File: src/rtl/count9999_pkg.sv
// Shared constants and the 7-segment decoder for the four-digit BCD counter.
package count9999_pkg;

   localparam int unsigned DIGIT_W    = 4;
   localparam int unsigned NUM_DIGITS = 4;
   localparam int unsigned SEG_W      = 7;
   localparam int unsigned SCAN_W     = 16;

   // Active-low segment patterns, bit order {g,f,e,d,c,b,a}
   localparam logic [SEG_W-1:0] SEG_BLANK = 7'b1111111;
   localparam logic [SEG_W-1:0] SEG_0     = 7'b1000000;
   localparam logic [SEG_W-1:0] SEG_1     = 7'b1111001;
   localparam logic [SEG_W-1:0] SEG_2     = 7'b0100100;
   localparam logic [SEG_W-1:0] SEG_3     = 7'b0110000;
   localparam logic [SEG_W-1:0] SEG_4     = 7'b0011001;
   localparam logic [SEG_W-1:0] SEG_5     = 7'b0010010;
   localparam logic [SEG_W-1:0] SEG_6     = 7'b0000010;
   localparam logic [SEG_W-1:0] SEG_7     = 7'b1111000;
   localparam logic [SEG_W-1:0] SEG_8     = 7'b0000000;
   localparam logic [SEG_W-1:0] SEG_9     = 7'b0010000;

   // BCD digit to active-low segments; non-BCD codes show blank
   function automatic logic [SEG_W-1:0] seg7_decode(input logic [DIGIT_W-1:0] digit);
      logic [SEG_W-1:0] seg;
      seg = SEG_BLANK;
      case (digit)
         4'd0:    seg = SEG_0;
         4'd1:    seg = SEG_1;
         4'd2:    seg = SEG_2;
         4'd3:    seg = SEG_3;
         4'd4:    seg = SEG_4;
         4'd5:    seg = SEG_5;
         4'd6:    seg = SEG_6;
         4'd7:    seg = SEG_7;
         4'd8:    seg = SEG_8;
         4'd9:    seg = SEG_9;
         default: seg = SEG_BLANK;
      endcase
      return seg;
   endfunction

endpackage

File: src/rtl/bcd_digit.sv
// One decade of the counter: up/down with wrap, carry/borrow out, sync clear.
module bcd_digit
   import count9999_pkg::*;
(
   input  logic               clk,
   input  logic               rst,
   input  logic               clear,
   input  logic               en,
   input  logic               down,
   output logic [DIGIT_W-1:0] digit,
   output logic               carry_c
);

   logic [DIGIT_W-1:0] next_digit_c;

   // Next value and carry/borrow; a non-BCD code recovers to 0 without carrying
   always_comb begin
      next_digit_c = digit;
      carry_c      = 1'b0;
      if (digit > DIGIT_W'(9)) begin
         next_digit_c = '0;
      end else if (down) begin
         if (digit == '0) begin
            next_digit_c = DIGIT_W'(9);
            carry_c      = en;
         end else begin
            next_digit_c = digit - DIGIT_W'(1);
         end
      end else begin
         if (digit == DIGIT_W'(9)) begin
            next_digit_c = '0;
            carry_c      = en;
         end else begin
            next_digit_c = digit + DIGIT_W'(1);
         end
      end
   end

   // Digit register: clear beats enable
   always_ff @(posedge clk or posedge rst) begin
      if (rst)        digit <= '0;
      else if (clear) digit <= '0;
      else if (en)    digit <= next_digit_c;
   end

endmodule

File: src/rtl/count9999_bcd.sv
// Four-digit BCD event counter with multiplexed common-anode 7-segment driver.
module count9999_bcd
   import count9999_pkg::*;
#(
   parameter logic [15:0] SCAN_DIV = 16'd40000,
   parameter logic        LZB      = 1'b1
) (
   input  logic        clk,
   input  logic        rst,
   input  logic        tc_1s,
   input  logic        start_stop,
   input  logic        clear,
   input  logic        down,
   output logic [15:0] count_bcd,
   output logic        running,
   output logic        rollover,
   output logic [3:0]  an_n,
   output logic [6:0]  seg_n,
   output logic        dp_n
);

   logic [NUM_DIGITS-1:0][DIGIT_W-1:0] digits;
   logic [NUM_DIGITS-1:0]              carry_c;
   logic [NUM_DIGITS-1:0]              en_c;
   logic                               tick_en_c;

   logic [SCAN_W-1:0]  scan_cnt;
   logic [1:0]         scan_idx;
   logic               scan_active;
   logic               scan_tc_c;
   logic [DIGIT_W-1:0] sel_digit_c;
   logic               blank_c;
   logic [SEG_W-1:0]   seg_c;

   // A tick counts only against the run state held before any toggle this cycle
   assign tick_en_c = tc_1s & running & ~clear;
   assign en_c      = {carry_c[NUM_DIGITS-2:0], tick_en_c};
   assign count_bcd = digits;
   assign dp_n      = 1'b1;

   // Decade chain: each digit advances on the carry/borrow of the one below
   for (genvar i = 0; i < NUM_DIGITS; i++) begin : g_digit
      bcd_digit u_digit (
         .clk     (clk),
         .rst     (rst),
         .clear   (clear),
         .en      (en_c[i]),
         .down    (down),
         .digit   (digits[i]),
         .carry_c (carry_c[i])
      );
   end

   // Run state toggle and one-cycle rollover from the top-digit carry
   always_ff @(posedge clk or posedge rst) begin
      if (rst) begin
         running  <= 1'b0;
         rollover <= 1'b0;
      end else begin
         running  <= running ^ start_stop;
         rollover <= carry_c[NUM_DIGITS-1];
      end
   end

   assign scan_tc_c = (scan_cnt == SCAN_DIV - 16'd1);

   // Free-running scan timer; the first terminal count opens digit 0
   always_ff @(posedge clk or posedge rst) begin
      if (rst) begin
         scan_cnt    <= '0;
         scan_idx    <= '0;
         scan_active <= 1'b0;
      end else if (scan_tc_c) begin
         scan_cnt    <= '0;
         scan_active <= 1'b1;
         scan_idx    <= scan_active ? scan_idx + 2'd1 : 2'd0;
      end else begin
         scan_cnt    <= scan_cnt + SCAN_W'(1);
      end
   end

   // Digit select plus leading-zero blanking of the upper three digits
   always_comb begin
      sel_digit_c = digits[scan_idx];
      blank_c     = 1'b0;
      case (scan_idx)
         2'd3:    blank_c = LZB & (digits[3] == '0);
         2'd2:    blank_c = LZB & (digits[3] == '0) & (digits[2] == '0);
         2'd1:    blank_c = LZB & (digits[3] == '0) & (digits[2] == '0) & (digits[1] == '0);
         default: blank_c = 1'b0;
      endcase
      seg_c = blank_c ? SEG_BLANK : seg7_decode(sel_digit_c);
   end

   // Anode and segment registers load together so they never skew
   always_ff @(posedge clk or posedge rst) begin
      if (rst) begin
         an_n  <= 4'b1111;
         seg_n <= SEG_BLANK;
      end else if (scan_active) begin
         an_n  <= ~(4'b0001 << scan_idx);
         seg_n <= seg_c;
      end else begin
         an_n  <= 4'b1111;
         seg_n <= SEG_BLANK;
      end
   end

endmodule
File: config.mk
export PLATFORM = sky130hd
export DESIGN_NAME = count9999_bcd
export DESIGN_NICKNAME = d
export VERILOG_FILES = /design/src/rtl/count9999_pkg.sv /design/src/rtl/bcd_digit.sv /design/src/rtl/count9999_bcd.sv
export SDC_FILE = /design/constraint.sdc
export NUM_CORES = 1
export LEC_CHECK = 0
export ABC_AREA = 1
export BUFFER_PORTS_ARGS = -buffer_cell sky130_fd_sc_hd__buf_2
export CORE_ASPECT_RATIO = 1.75
export CORE_UTILIZATION = 59
export CTS_BUF_LIST = sky130_fd_sc_hd__clkbuf_16
export CTS_CLUSTER_SIZE = 28
export DETAILED_ROUTE_END_ITERATION = 7
export PLACE_DENSITY = 0.8
export SETUP_SLACK_MARGIN = 0.1
export SLEW_MARGIN = 20
export SYNTH_ARGS = -nofsm -noshare
export SYNTH_HDL_FRONTEND = slang
export SYNTH_SLANG_ARGS = --single-unit
File: constraint.sdc
create_clock -name clk -period 3.7 [get_ports clk]
set_input_delay 0 -clock clk [delete_from_list [all_inputs] [get_ports clk]]
set_output_delay 0 -clock clk [all_outputs]
set_load 0.01 [all_outputs]
==> run_results.csv <==
group,metric,value,unit
yosys,netlist.area_leader.share,27.8,%
power_and_ir_drop,leakagePower,0.00184,uW
grt,gr-total-overflow,0,
yosys,synthesis.area,0.00333,mm^2
die,die-area,0.00596,mm^2
sta,fin_crit_sh,50.8,%
grt,grt_max_degree,49,
final_layout,design_area,0.00370,mm^2
clock_network,root_buffer,"clkbuf_16",
final_layout,layout.nets,504,
placed_design,gp_congestion,0.916,
setup_path,criticalPathCategory,"reg2reg",
final_layout,post-route-util,69.3,%
yosys,synthCells,435,
yosys,yosys.area.top_type,"dfrtp_1",
yosys,ys_seq_area_share,36.5,%
hold_path,hold_path_depth,4,
die,die_y,101,um
placed_design,dpl_cell_area,0.00354,mm^2
setup_path,reg2reg_from,"scan_idx[0]",
setup_path,crit_fanout,14,
clock_network,max-clock-path-buffers,2,
grt,grt_use_total,27.1,%
sta,hold_viol_final,0,
die,rows,35,
die,initial_core_util,62.3,%
sta,slew_headroom,45.9,%
yosys,synth_cell_types,36,
yosys,ys.flop_type,"dfrtp_1",
drt,ant_nets,0,
clock_network,clk_latency,0.29,ns
setup_path,reg2regPathDepth,8,
yosys,ys_ff_latch,48,
clock_network,cts_tree,"done",
hold_path,hold_path_class,"in2reg",
yosys,ys.warnings.count,0,
die,coreArea,0.00534,mm^2
clock_network,cts_setup_buffers,0,
final_layout,area_growth,11.3,%
clock_network,clk_pin_slew,0.07,ns
setup_path,timing.critical_path.arrival,2.09,ns
clock_network,cts_inserted_buffers,5,
yosys,ys_top_cells_by_count,"nand2_1 (100), nand3_1 (52), nor2_1 (45)",
drt,dr_total_vias,2956,
drt,drtIter0Drc,117,
yosys,avgSynthCellArea,7.65,um^2
clock_network,cts_max_level,2,
sta,finalCriticalPeriod,1.88,ns
die,pin_count,36,
drt,drc_errors,0,
power_and_ir_drop,p_total,1410,uW
yosys,yosysMostFrequentCell,"nand2_1",
sta,finalSetupViolations,0,
setup_path,endpoint_kind,"flip-flop",
hold_path,min_to,"g_digit[2].u_digit.digit[2]",
status,outcome,"finished clean",
final_layout,antenna_cells,0,
setup_path,startpoint_type,"flip-flop",
setup_path,worstPathRequired,3.91,ns
drt,firstDrtPassIters,5,
sta,fmax,0.532,GHz
sta,clock_skew,0.00634,ns
sta,rsz0062_at_grt,"no",
setup_path,timing.rr.end,"seg_n[5]",
yosys,synth_area_leaders,"dfrtp_1 (28%), nand2_1 (11%), ha_1 (9.8%), dfstp_2 (8.7%), nand3_1 (7.8%)",
hold_path,hp-start,"clear",
placed_design,hpwlAfterDp,5610,um
sta,tightest_slew,0.811,ns
sta,final.setup.tns,0,ns
power_and_ir_drop,ir_drop,0.282,mV
grt,grt_pass1_vias,2895,
setup_path,rrSetupSlack,1.82,ns
placed_design,io_buffers,34,
die,dieWidth,58.8,um
yosys,syn_nets,467,
clock_network,cts_sinks,48,
clock_network,cts.repair.resized,0,
drt,wl_per_cell,13.4,um
drt,wirelength,7310,um
clock_network,holdBufCountCts,2,
run,cap_viol_max_count,0,
power_and_ir_drop,cellPowerDensity,381,mW/mm^2
sta,fin_hold_ws,0.104,ns
grt,grt_pass1_wl,12400,um
yosys,synth-edff-count,0,
drt,vias_per_cell,5.40,
yosys,async_reset_ff_share,100,%
sta,slew_viol_final,0,
grt,antenna_found_initial,0,
final_layout,drive_above_1_share,19.0,%
-- how the worst max path moves through the flow --
stage / startpoint / endpoint / slack (ns) / depth (start not counted)
2_1_floorplan: g_digit[0].u_digit.digit[1] / g_digit[3].u_digit.digit[0] / 2.21 / 9
3_3_place_gp: scan_idx[0] / seg_n[5] / 1.87 / 8
3_5_place_dp: scan_idx[0] / seg_n[5] / 1.82 / 8
4_1_cts: scan_idx[0] / seg_n[5] / 1.80 / 8
5_1_grt: scan_idx[0] / seg_n[5] / 1.64 / 8
6_report: scan_idx[0] / seg_n[5] / 1.82 / 8
-- layer usage --
metal	GRT usage [%]	wire, um
met5	0	0
met4	14.5	252
met3	2.43	246
met2	52.5	4140
met1	27.3	2670
-- sequential cells by signal, summed over array words and instances, names as in the netlist --
name / count
an_n: 4
g_digit.u_digit.digit: 16
rollover: 1
running: 1
scan_active: 1
scan_cnt: 16
scan_idx: 2
seg_n: 7
-- cells in the final DEF (no fill, tap or decap), types with 2 or more instances in the layout --
cell type and instances:
nor3_2 2, xnor2_1 3, nand2_2 10, nand3_4 2, nand3_1 52, clkinv_2 2
inv_2 8, nand2_1 100, o22ai_1 4, o21ai_0 22, dlygate4sd3_1 2, nor2_2 4
clkbuf_16 5, ha_1 26, xor2_1 14, dfrtp_1 37, o211ai_1 3, nor2_4 2
nand2_4 2, buf_2 34, nand4_1 7, inv_1 43, nor2_1 45, o21ai_1 5
dfstp_2 11, a21oi_1 13, nor3_1 3, inv_4 2
-- critical path, stage by stage (launching register included) --
cell      delay [ns]
dfrtp_1         0.60
inv_2           0.19
nand2_1         0.12
nand3_1         0.10
nand2_1         0.20
inv_1           0.09
ha_1            0.21
o211ai_1        0.18
nand3_1         0.09
-- where the power goes --
group          internal [uW]  total, uW  switching [uW]
clock                    249        443             194
combinational            127        371             244
sequential               550        597            46.9
-- stage by stage --
step	worst slack (ns)	instances
2_1_floorplan	2.21	435
3_3_place_gp	1.87	537
3_5_place_dp	1.82	537
4_1_cts	1.80	547
5_1_grt	1.64	547
6_report	1.82	547
-- cell type report --
cell class	count	area, um^2
clock inverter	3	16.3
inverter	55	228
clock buffer	5	125
fill	493	1640
timing repair buffer	36	190
multi-input combinational	326	1840
sequential	48	1210
tap	74	92.6
-- kinds of logic (layout without fill, tap and decap cells) --
kind of cell	count (synthesis)	count (layout)	synth area share, %
buf+inv	61	99	8.30
simple gates	232	232	32.4
fa+ha+maj	26	26	9.77
compound gates	50	50	8.42
flops	48	48	36.5
other cells	1	1	0.113
xor+xnor	17	17	4.47
Note: power is estimated with default switching activity, not from simulation.
